==> src/rtl/mem_sram_bridge_pkg.sv <==
// mem_sram_bridge_pkg: shared types and constants for the MEM-stage SRAM bridge.
//   br_state_e : bridge FSM encodings (BR_IDLE .. BR_DRAIN)
//   SZ_*       : bus size codes carried on data_size
package mem_sram_bridge_pkg;

   typedef enum logic [2:0] {
      BR_IDLE  = 3'd0,
      BR_REQ   = 3'd1,
      BR_WAIT  = 3'd2,
      BR_DONE  = 3'd3,
      BR_DRAIN = 3'd4
   } br_state_e;

   localparam logic [1:0] SZ_BYTE = 2'd0;
   localparam logic [1:0] SZ_HALF = 2'd1;
   localparam logic [1:0] SZ_WORD = 2'd2;

endpackage

==> src/rtl/mem_sram_bridge_if.sv <==
// mem_sram_bridge_if: groups the pipeline-side and SRAM-bus-side signals of the bridge.
//   Pipeline in : mem_en, mem_wr, mem_size, mem_wen, mem_addr, mem_wdata, mem_except,
//                 flush, mem_advance
//   Pipeline out: stall_req, rdata_out
//   Bus out     : data_req, data_wr, data_size, data_addr, data_wdata, data_wstrb
//   Bus in      : data_addr_ok, data_data_ok, data_rdata
// Modports: master = the bridge (bus master), slave = pipeline plus memory environment.
interface mem_sram_bridge_if #(
   parameter int unsigned ADDR_W = 32,
   parameter int unsigned DATA_W = 32
);
   logic                  mem_en;
   logic                  mem_wr;
   logic [1:0]            mem_size;
   logic [DATA_W/8-1:0]   mem_wen;
   logic [ADDR_W-1:0]     mem_addr;
   logic [DATA_W-1:0]     mem_wdata;
   logic                  mem_except;
   logic                  flush;
   logic                  mem_advance;

   logic                  data_req;
   logic                  data_wr;
   logic [1:0]            data_size;
   logic [ADDR_W-1:0]     data_addr;
   logic [DATA_W-1:0]     data_wdata;
   logic [DATA_W/8-1:0]   data_wstrb;
   logic                  data_addr_ok;
   logic                  data_data_ok;
   logic [DATA_W-1:0]     data_rdata;

   logic                  stall_req;
   logic [DATA_W-1:0]     rdata_out;

   modport master (
      input  mem_en, mem_wr, mem_size, mem_wen, mem_addr, mem_wdata, mem_except,
      input  flush, mem_advance, data_addr_ok, data_data_ok, data_rdata,
      output data_req, data_wr, data_size, data_addr, data_wdata, data_wstrb,
      output stall_req, rdata_out
   );

   modport slave (
      output mem_en, mem_wr, mem_size, mem_wen, mem_addr, mem_wdata, mem_except,
      output flush, mem_advance, data_addr_ok, data_data_ok, data_rdata,
      input  data_req, data_wr, data_size, data_addr, data_wdata, data_wstrb,
      input  stall_req, rdata_out
   );
endinterface

==> src/rtl/mem_addr_map.sv <==
// mem_addr_map: fixed kseg0/kseg1 VA->PA translation (combinational).
//   i_vaddr : virtual byte address
//   o_paddr : physical address; top three bits cleared when i_vaddr is in kseg0/kseg1
module mem_addr_map #(
   parameter int unsigned ADDR_W = 32
) (
   input  logic [ADDR_W-1:0] i_vaddr,
   output logic [ADDR_W-1:0] o_paddr
);
   always_comb begin
      o_paddr = i_vaddr;
      if (i_vaddr[ADDR_W-1 -: 2] == 2'b10) begin
         o_paddr = {3'b000, i_vaddr[ADDR_W-4:0]};
      end
   end
endmodule

==> src/rtl/mem_sram_bridge.sv <==
// mem_sram_bridge: MEM-stage bridge from the load/store lane selector to an SRAM-like bus
// (req/addr_ok/data_ok). One transaction outstanding at a time; stalls the pipeline until the
// access completes and holds the raw read word until the stage advances. A flush after the
// request was accepted drains the pending response before returning to idle.
//   i_clk    : system clock
//   i_resetn : synchronous active-low reset (abandons any transaction without draining)
//   io_bus   : mem_sram_bridge_if.master (pipeline and bus signals)
// Build option: MEM_BRIDGE_ADDR_MAP_EN enables kseg0/kseg1 translation of data_addr.
module mem_sram_bridge
   import mem_sram_bridge_pkg::*;
#(
   parameter int unsigned ADDR_W = 32,
   parameter int unsigned DATA_W = 32
) (
   input logic               i_clk,
   input logic               i_resetn,
   mem_sram_bridge_if.master io_bus
);
   localparam int unsigned STRB_W = DATA_W / 8;

   br_state_e           r_state;
   br_state_e           w_state_nxt;
   logic                w_issue;
   logic                w_capture;
   logic                w_req_drop;
   logic                w_stall;
   logic [ADDR_W-1:0]   w_addr;

   logic                r_req;
   logic                r_wr;
   logic [1:0]          r_size;
   logic [ADDR_W-1:0]   r_addr;
   logic [DATA_W-1:0]   r_wdata;
   logic [STRB_W-1:0]   r_wstrb;
   logic [DATA_W-1:0]   r_rdata;

`ifdef MEM_BRIDGE_ADDR_MAP_EN
   mem_addr_map #(
      .ADDR_W (ADDR_W)
   ) u_addr_map (
      .i_vaddr (io_bus.mem_addr),
      .o_paddr (w_addr)
   );
`else
   assign w_addr = io_bus.mem_addr;
`endif

   always_comb begin
      w_state_nxt = r_state;
      w_issue     = 1'b0;
      w_capture   = 1'b0;
      w_req_drop  = 1'b0;
      unique case (r_state)
         BR_IDLE: begin
            if (io_bus.mem_en && !io_bus.mem_except && !io_bus.flush) begin
               w_issue     = 1'b1;
               w_state_nxt = BR_REQ;
            end
         end
         BR_REQ: begin
            // data_ok cannot coincide with addr_ok, so it is not looked at here.
            if (io_bus.flush) begin
               w_req_drop  = 1'b1;
               w_state_nxt = io_bus.data_addr_ok ? BR_DRAIN : BR_IDLE;
            end else if (io_bus.data_addr_ok) begin
               w_req_drop  = 1'b1;
               w_state_nxt = BR_WAIT;
            end
         end
         BR_WAIT: begin
            if (io_bus.flush) begin
               // A response landing with the flush is simply dropped.
               w_state_nxt = io_bus.data_data_ok ? BR_IDLE : BR_DRAIN;
            end else if (io_bus.data_data_ok) begin
               w_capture   = !r_wr;
               w_state_nxt = BR_DONE;
            end
         end
         BR_DONE: begin
            if (io_bus.flush || io_bus.mem_advance) begin
               w_state_nxt = BR_IDLE;
            end
         end
         BR_DRAIN: begin
            if (io_bus.data_data_ok) begin
               w_state_nxt = BR_IDLE;
            end
         end
         default: w_state_nxt = BR_IDLE;
      endcase
   end

   always_comb begin
      w_stall = 1'b0;
      if (r_state == BR_DRAIN) begin
         w_stall = 1'b1;
      end else if (r_state == BR_IDLE || r_state == BR_REQ || r_state == BR_WAIT) begin
         w_stall = io_bus.mem_en && !io_bus.mem_except;
      end
   end

   always_ff @(posedge i_clk) begin
      if (!i_resetn) begin
         r_state <= BR_IDLE;
         r_req   <= 1'b0;
         r_wr    <= 1'b0;
         r_size  <= SZ_BYTE;
         r_addr  <= '0;
         r_wdata <= '0;
         r_wstrb <= '0;
         r_rdata <= '0;
      end else begin
         r_state <= w_state_nxt;
         if (w_issue) begin
            r_req   <= 1'b1;
            r_wr    <= io_bus.mem_wr;
            r_size  <= io_bus.mem_size;
            r_addr  <= w_addr;
            r_wdata <= io_bus.mem_wdata;
            r_wstrb <= io_bus.mem_wr ? io_bus.mem_wen : '0;
         end else if (w_req_drop) begin
            r_req <= 1'b0;
         end
         if (w_capture) begin
            r_rdata <= io_bus.data_rdata;
         end
      end
   end

   assign io_bus.data_req   = r_req;
   assign io_bus.data_wr    = r_wr;
   assign io_bus.data_size  = r_size;
   assign io_bus.data_addr  = r_addr;
   assign io_bus.data_wdata = r_wdata;
   assign io_bus.data_wstrb = r_wstrb;
   assign io_bus.rdata_out  = r_rdata;
   assign io_bus.stall_req  = w_stall;

endmodule

==> src/flat_wrapper.sv <==
// flat-port wrapper written by rule: the top's interface ports become plain ports
module mem_sram_bridge_flat import mem_sram_bridge_pkg::*;
#(
   parameter int unsigned ADDR_W = 32,
   parameter int unsigned DATA_W = 32
)
  (i_clk, i_resetn, io_bus_mem_en, io_bus_mem_wr, io_bus_mem_size, io_bus_mem_wen, io_bus_mem_addr, io_bus_mem_wdata, io_bus_mem_except, io_bus_flush, io_bus_mem_advance, io_bus_data_addr_ok, io_bus_data_data_ok, io_bus_data_rdata, io_bus_data_req, io_bus_data_wr, io_bus_data_size, io_bus_data_addr, io_bus_data_wdata, io_bus_data_wstrb, io_bus_stall_req, io_bus_rdata_out);
  mem_sram_bridge_if #(.ADDR_W(ADDR_W), .DATA_W(DATA_W)) io_bus_i ();
  input logic i_clk;
  input logic i_resetn;
  input wire logic [$bits(io_bus_i.mem_en)-1:0] io_bus_mem_en;
  input wire logic [$bits(io_bus_i.mem_wr)-1:0] io_bus_mem_wr;
  input wire logic [$bits(io_bus_i.mem_size)-1:0] io_bus_mem_size;
  input wire logic [$bits(io_bus_i.mem_wen)-1:0] io_bus_mem_wen;
  input wire logic [$bits(io_bus_i.mem_addr)-1:0] io_bus_mem_addr;
  input wire logic [$bits(io_bus_i.mem_wdata)-1:0] io_bus_mem_wdata;
  input wire logic [$bits(io_bus_i.mem_except)-1:0] io_bus_mem_except;
  input wire logic [$bits(io_bus_i.flush)-1:0] io_bus_flush;
  input wire logic [$bits(io_bus_i.mem_advance)-1:0] io_bus_mem_advance;
  input wire logic [$bits(io_bus_i.data_addr_ok)-1:0] io_bus_data_addr_ok;
  input wire logic [$bits(io_bus_i.data_data_ok)-1:0] io_bus_data_data_ok;
  input wire logic [$bits(io_bus_i.data_rdata)-1:0] io_bus_data_rdata;
  output wire logic [$bits(io_bus_i.data_req)-1:0] io_bus_data_req;
  output wire logic [$bits(io_bus_i.data_wr)-1:0] io_bus_data_wr;
  output wire logic [$bits(io_bus_i.data_size)-1:0] io_bus_data_size;
  output wire logic [$bits(io_bus_i.data_addr)-1:0] io_bus_data_addr;
  output wire logic [$bits(io_bus_i.data_wdata)-1:0] io_bus_data_wdata;
  output wire logic [$bits(io_bus_i.data_wstrb)-1:0] io_bus_data_wstrb;
  output wire logic [$bits(io_bus_i.stall_req)-1:0] io_bus_stall_req;
  output wire logic [$bits(io_bus_i.rdata_out)-1:0] io_bus_rdata_out;
  assign io_bus_i.mem_en = io_bus_mem_en;
  assign io_bus_i.mem_wr = io_bus_mem_wr;
  assign io_bus_i.mem_size = io_bus_mem_size;
  assign io_bus_i.mem_wen = io_bus_mem_wen;
  assign io_bus_i.mem_addr = io_bus_mem_addr;
  assign io_bus_i.mem_wdata = io_bus_mem_wdata;
  assign io_bus_i.mem_except = io_bus_mem_except;
  assign io_bus_i.flush = io_bus_flush;
  assign io_bus_i.mem_advance = io_bus_mem_advance;
  assign io_bus_i.data_addr_ok = io_bus_data_addr_ok;
  assign io_bus_i.data_data_ok = io_bus_data_data_ok;
  assign io_bus_i.data_rdata = io_bus_data_rdata;
  assign io_bus_data_req = io_bus_i.data_req;
  assign io_bus_data_wr = io_bus_i.data_wr;
  assign io_bus_data_size = io_bus_i.data_size;
  assign io_bus_data_addr = io_bus_i.data_addr;
  assign io_bus_data_wdata = io_bus_i.data_wdata;
  assign io_bus_data_wstrb = io_bus_i.data_wstrb;
  assign io_bus_stall_req = io_bus_i.stall_req;
  assign io_bus_rdata_out = io_bus_i.rdata_out;
  mem_sram_bridge #(.ADDR_W(ADDR_W), .DATA_W(DATA_W)) u_core (.i_clk(i_clk), .i_resetn(i_resetn), .io_bus(io_bus_i));
endmodule
==> config.mk <==
export PLATFORM = sky130hd
export DESIGN_NAME = mem_sram_bridge_flat
export DESIGN_NICKNAME = d
export VERILOG_FILES = /design/src/rtl/mem_sram_bridge_pkg.sv /design/src/rtl/mem_sram_bridge_if.sv /design/src/rtl/mem_addr_map.sv /design/src/rtl/mem_sram_bridge.sv /design/src/flat_wrapper.sv
export SDC_FILE = /design/constraint.sdc
export NUM_CORES = 1
export LEC_CHECK = 0
export ABC_AREA = 1
export CAP_MARGIN = 20
export CORE_MARGIN = 3
export CORE_UTILIZATION = 39
export CTS_CLUSTER_DIAMETER = 120
export DETAILED_ROUTE_END_ITERATION = 16
export PLACE_DENSITY = 0.91
export SYNTH_ARGS = -nofsm -noshare
export SYNTH_HDL_FRONTEND = slang
export SYNTH_SLANG_ARGS = --single-unit
==> constraint.sdc <==
create_clock -name i_clk -period 1.55 [get_ports i_clk]
set_clock_uncertainty 0.15 [all_clocks]
set_input_delay 0.31 -clock i_clk [delete_from_list [all_inputs] [get_ports i_clk]]
set_output_delay 0.31 -clock i_clk [all_outputs]
set_load 0.01 [all_outputs]
# Word level (Yosys, flattened, before mapping)
# Cells that the tools add are included.
[totals]
reg_bits = 107
latch_bits = 0
ram_bits = 0
romBits = 0
output_inout_bits = 105
wordCells = 51
memories = 0
[op_classes]
add_sub_neg = 0
mul = 0
n_div = 0
magnitude_cmp = 0
n_eq_ne = 9
n_shift = 0
muxes = 23
bitwise = 0
n_reduce_logical = 11
[op_table]
columns = ["operator", "count"]
rows = [
  ["3-bit 2-to-1 mux", 9],
  ["3-bit one-hot mux with 5 select lines", 1],
  ["1-bit 2-to-1 mux", 12],
  ["3-bit by 2-bit equality test with 1-bit output, second input constant", 2],
  ["3-bit inequality test, second input constant", 2],
  ["5-bit AND reduction", 1],
  ["4-bit 2-to-1 mux", 1],
  ["2-bit by 1-bit inequality test with 1-bit output, second input constant", 2],
  ["3-bit by 1-bit equality test with 1-bit output, second input constant", 1],
  ["3-bit equality test, second input constant", 1],
  ["1-bit zero test", 3],
  ["3-bit zero test", 1],
  ["1-bit logical OR", 3],
  ["1-bit logical AND", 2],
  ["2-bit inequality test, second input constant", 1],
  ["2-bit nonzero test", 1],
]

# Depth between registers and ports, before layout
# Gate-level depths: netlist of the first run.
[depth]
ltp_word = 6
depth_mapped = 9
mapped_depth_nobuf = 9

# Worst setup path before layout of the first run
# Ideal clock, no wire load.
[synth_timing]
kind = "register to register"
startpoint = "register u_core.r_state[0]"
endpoint = "register u_core.r_addr[19], in the netlist u_core.io_bus.data_addr[19]"
setup_time_ns = 0.116
t_arrival_ns = 1.153
setup_slack_ns = 0.131
path_stages_with_launch = 8
n_path_buf = 1
synth_period_minus_slack_ns = 1.419
cell_sequence = "dfxtp_1 -> nor2_4 -> nand2_4 -> nor2_8 -> inv_6 -> clkbuf_8 -> nor2_1 -> nor2_1"
[synth_between]
elab_chain_len = 2
[synth_lines]
columns = ["element", "line_no", "rtl"]
rows = [
  ["from (decl)", "mem_sram_bridge.sv:21", "br_state_e r_state;"],
  ["from (signal assigned)", "mem_sram_bridge.sv:113", "r_state <= w_state_nxt;"],
  ["3-bit zero test", "mem_sram_bridge.sv:53", "unique case (r_state)"],
  ["1-bit 2-to-1 mux", "mem_sram_bridge.sv:53", ""],
  ["to (signal assigned)", "mem_sram_bridge.sv:118", "r_addr <= w_addr;"],
  ["to (decl)", "mem_sram_bridge.sv:32", "logic [ADDR_W-1:0] r_addr;"],
]
# No other way between the ends.
# A chain may end at the register's enable or synchronous reset.

# Worst setup path in the final report of the first run
[layout_timing]
startpoint = "register u_core.r_state[0]"
endpoint = "register u_core.r_wdata[8], in the netlist u_core.io_bus.data_wdata[8]"
[layout_between]
elab_chain_len = 2
[layout_lines]
columns = ["element", "line_no", "rtl"]
rows = [
  ["3-bit zero test", "mem_sram_bridge.sv:53", ""],
  ["1-bit 2-to-1 mux", "mem_sram_bridge.sv:53", ""],
  ["to (signal assigned)", "mem_sram_bridge.sv:119", "r_wdata <= io_bus.mem_wdata;"],
  ["to (decl)", "mem_sram_bridge.sv:33", "logic [DATA_W-1:0] r_wdata;"],
]
# No other way between the ends.

==> flow_summary.toml, run 1 <==
[placed_design]
dp_hpwl_um = 9760
place_congestion = 0.851
numPortBuffers = 215
placed_cells = 862

[synth]
syn_avg_cell_area_um2 = 7.93
syn-num-nets = 623
synthFlopType = "dfxtp_1"
syn-cell-area_um2 = 4060
yosysWarnings = 0
async_reset_ff_share_pct = 0
ys_ff_latch = 107
yosysTopAreaCell = "dfxtp_1"
synth_top_area_share_pct = 52.7
synth_cell_types = 23
synthTopCellsByArea = "dfxtp_1 (53%), nor2_1 (18%), o21ai_0 (9.9%)"
synth_commonest_cells = "nor2_1 (197), dfxtp_1 (107), o21ai_0 (80), nand2_1 (24), o21ai_1 (19)"
synthMostInstantiatedCell = "nor2_1"
synth_edf_count = 0
synthCells = 512
yosysSeqAreaShare_pct = 52.7

[sta]
drv_slew = 0
fmax_ghz = 0.584
finalSetupViolCount = 73
final_hold_viol_count = 0
tightest_slew_ns = 0.505
slew_headroom_pct = 66.3
timing.final.crit_period_ns = 1.71
setup_slack_ns = -0.164
rsz0062_at_grt = "yes"
fin_crit_sh_pct = 111

[floorplan]
die-area_um2 = 11700
row_count = 36
core_area_um2 = 9950
io-pin-count = 216
die_w_um = 108
initial_core_util_pct = 40.8
die_h_um = 108

[setup_path]
r2r_slack_ns = -0.16
rr_endpoint = "u_core.io_bus.data_wdata[8]"
startpoint = "u_core.r_state[0]"
endpoint_kind = "register"
worstReg2RegStart = "u_core.r_state[0]"
path_buf_inv = 4
cp.depth = 9
path_max_fanout = 7
reg2reg_depth = 9
worstPathArrival_ns = 1.85
cp-start-kind = "register"
worstPathCellList = "nor2_4 -> buf_6 -> nand2_8 -> nor2_8 -> buf_12 -> buf_12 -> clkbuf_16 -> o21ai_2 -> nor2_1"
critPathSlowestCell = "dfxtp_4"
crit_end = "u_core.io_bus.data_wdata[8]"
path_class = "reg2reg"
crit_top_cell = "buf_12"
cp_top_family = "buffers and inverters"
crit_required_ns = 1.69
max_stage_delay_ns = 0.37

[clocking]
htreeDepth = 3
cts_buffer_depth = 2
clock-sinks = 107
ctsHoldBuffers = 0
worstSkewPairLatency_ns = 0.35
cts_tree = "built"
clkSlewWorstSetupHoldPaths_ns = 0.10
root_buffer = "clkbuf_8"
numCtsBuffers = 9

[finish]
synthToLayoutAreaGrowth_pct = 90.1
regArea_um2 = 2150
final_cell_count_no_fill = 907
multi_input_area_um2 = 2140
drive_above_1_share_pct = 26.6
fillers = 643
diodes = 0
nets = 881

[drt]
first_iter_violations = 302
drt-total-wl_um = 16800
firstDrtPassIters = 4
wire_per_inst_um = 18.6
vias = 4698
drc = 0
ant_nets = 0
vias_per_cell = 5.18

[run]
maxCapViolCount = 0

[power_and_ir_drop]
seq_power_share_pct = 40.6
peakVddDrop_v = 0.000549
p_clk_share_pct = 21.4
p_leak_nw = 3.47
p_total_w = 0.00815
swShare_pct = 33.1
p_per_area_nw_per_um2 = 1060
p_comb_share_pct = 38.0
power.switching_w = 0.00270
p_int_w = 0.00545

[global_route]
grt_max_degree = 58
grt_first_pass_wirelength_um = 20300
grt_usage_pct = 21.8
overflow = 0
grt_antenna_before_repair = 0
grt_pass1_vias = 4285

[run_status]
outcome = "finished with violations"
violations = "setup timing"

[worst_hold_path]
min_path_type = "in2reg"
layout by cell type, fill, tap and decap left out, types with 12 or more instances in the layout:
cell type	count
buf_4	23
clkbuf_16	12
clkdlybuf4s50_1	108
dfxtp_1	103
dlygate4sd2_1	101
nand2_1	20
nor2_1	147
nor2_2	24
nor2_4	40
o21ai_0	35
o21ai_1	30
o21ai_2	33
tightest hold or removal path: stages:
cell and delay (ns):
buf_2 0.15, buf_4 0.18, nand2_1 0.07, inv_1 0.03
stage by stage:
| step | setup TNS [ns] | area (um^2) | setup WS, ns | hold WS, ns | util [%] |
|---|---|---|---|---|---|
| 2_1_floorplan | 0 | 4060 | 0.131 | 0.288 | - |
| 3_3_place_gp | -29.22 | 6440 | -0.553 | 0.303 | 64.7 |
| 3_5_place_dp | -33.07 | 6440 | -0.585 | 0.304 | 64.7 |
| 4_1_cts | -0.157 | 6580 | -0.153 | 0.217 | 66.1 |
| 5_1_grt | -13.22 | 7720 | -0.245 | 0.254 | 77.6 |
| 6_report | -6.45 | 7720 | -0.164 | 0.262 | 77.6 |
sequential cells by signal (all words and copies together), names as in the netlist:
| register | count |
|---|---|
| u_core.io_bus.data_wdata | 32 |
| u_core.io_bus.rdata_out | 32 |
| u_core.io_bus.data_req | 1 |
| u_core.io_bus.data_size | 2 |
| u_core.r_state | 3 |
| u_core.io_bus.data_wr | 1 |
| u_core.io_bus.data_addr | 32 |
| u_core.io_bus.data_wstrb | 4 |
worst min-delay path by stage:
stage	slack, ns	cells past startpoint	from	endpoint
2_1_floorplan	0.29	2	io_bus_mem_addr[18]	u_core.io_bus.data_addr[18]
3_3_place_gp	0.30	2	u_core.io_bus.data_wstrb[0]	u_core.io_bus.data_wstrb[0]
3_5_place_dp	0.30	2	u_core.io_bus.data_wstrb[1]	u_core.io_bus.data_wstrb[1]
4_1_cts	0.22	3	i_resetn	u_core.io_bus.data_req
5_1_grt	0.25	4	i_resetn	u_core.r_state[0]
6_report	0.26	4	i_resetn	u_core.r_state[2]
logic make-up (layout without fill, tap and decap cells):
kind of cell / Yosys count / count (layout) / synth area share, %
simple gates: 254 / 254 / 26.2
buf+inv: 44 / 306 / 7.70
flops: 107 / 107 / 52.7
compound gates: 107 / 107 / 13.3
power by group through the flow:
| stage | combinational, W | clock, W | sequential [W] |
|---|---|---|---|
| after global routing | 0.00329 | 0.00192 | 0.00334 |
| after floorplan | 0.000938 | 0 | 0.00344 |
| after detailed placement | 0.00233 | 0 | 0.00331 |
| after CTS | 0.00220 | 0.00179 | 0.00324 |
| final | 0.00310 | 0.00174 | 0.00331 |
| after global placement | 0.00223 | 0 | 0.00329 |
repair_timing:
action / 4_1_cts / 5_1_grt
gates resized for setup: 116 / 230
endpoints found under the setup margin: 187 / 106
setup buffers: 3 / 7
cloned: 2 / 18
pin swaps: 1 / 60
routing by layer:
| layer | global-route usage [%] | wire, um |
|---|---|---|
| met1 | 23.9 | 6200 |
| met3 | 8.30 | 1620 |
| met4 | 7.12 | 418 |
| met5 | 0 | 0 |
| met2 | 38.8 | 8600 |
layout make-up:
type / instances / area share, %
repair buffers: 276 / 38.2
repair inverters: 2 / 0.357
clock inverters: 4 / 0.632
multi-input cells: 361 / 27.7
flip-flops and latches: 107 / 27.9
well taps: 133 / 2.16
inverters: 13 / 1.10
clock buffers: 11 / 1.96
Power figures use the tool's default switching activity.
==> run 2, diff against run 1 <==
--- a/config.mk
+++ b/config.mk
@@ -12,6 +12,7 @@
 export CTS_CLUSTER_DIAMETER = 120
 export DETAILED_ROUTE_END_ITERATION = 16
 export PLACE_DENSITY = 0.91
+export SLEW_MARGIN = 30
 export SYNTH_ARGS = -nofsm -noshare
 export SYNTH_HDL_FRONTEND = slang
 export SYNTH_SLANG_ARGS = --single-unit
==> results of run 2 <==
Final layout, timing and power as in run 1 (identical DEF).
==> run 3, diff against run 2 <==
--- a/config.mk
+++ b/config.mk
@@ -6,6 +6,7 @@
 export NUM_CORES = 1
 export LEC_CHECK = 0
 export ABC_AREA = 1
+export ABC_CLOCK_PERIOD_IN_PS = 1550
 export CAP_MARGIN = 20
 export CORE_MARGIN = 3
 export CORE_UTILIZATION = 39
==> results of run 3 <==
Final layout, timing and power as in run 1 (identical DEF).
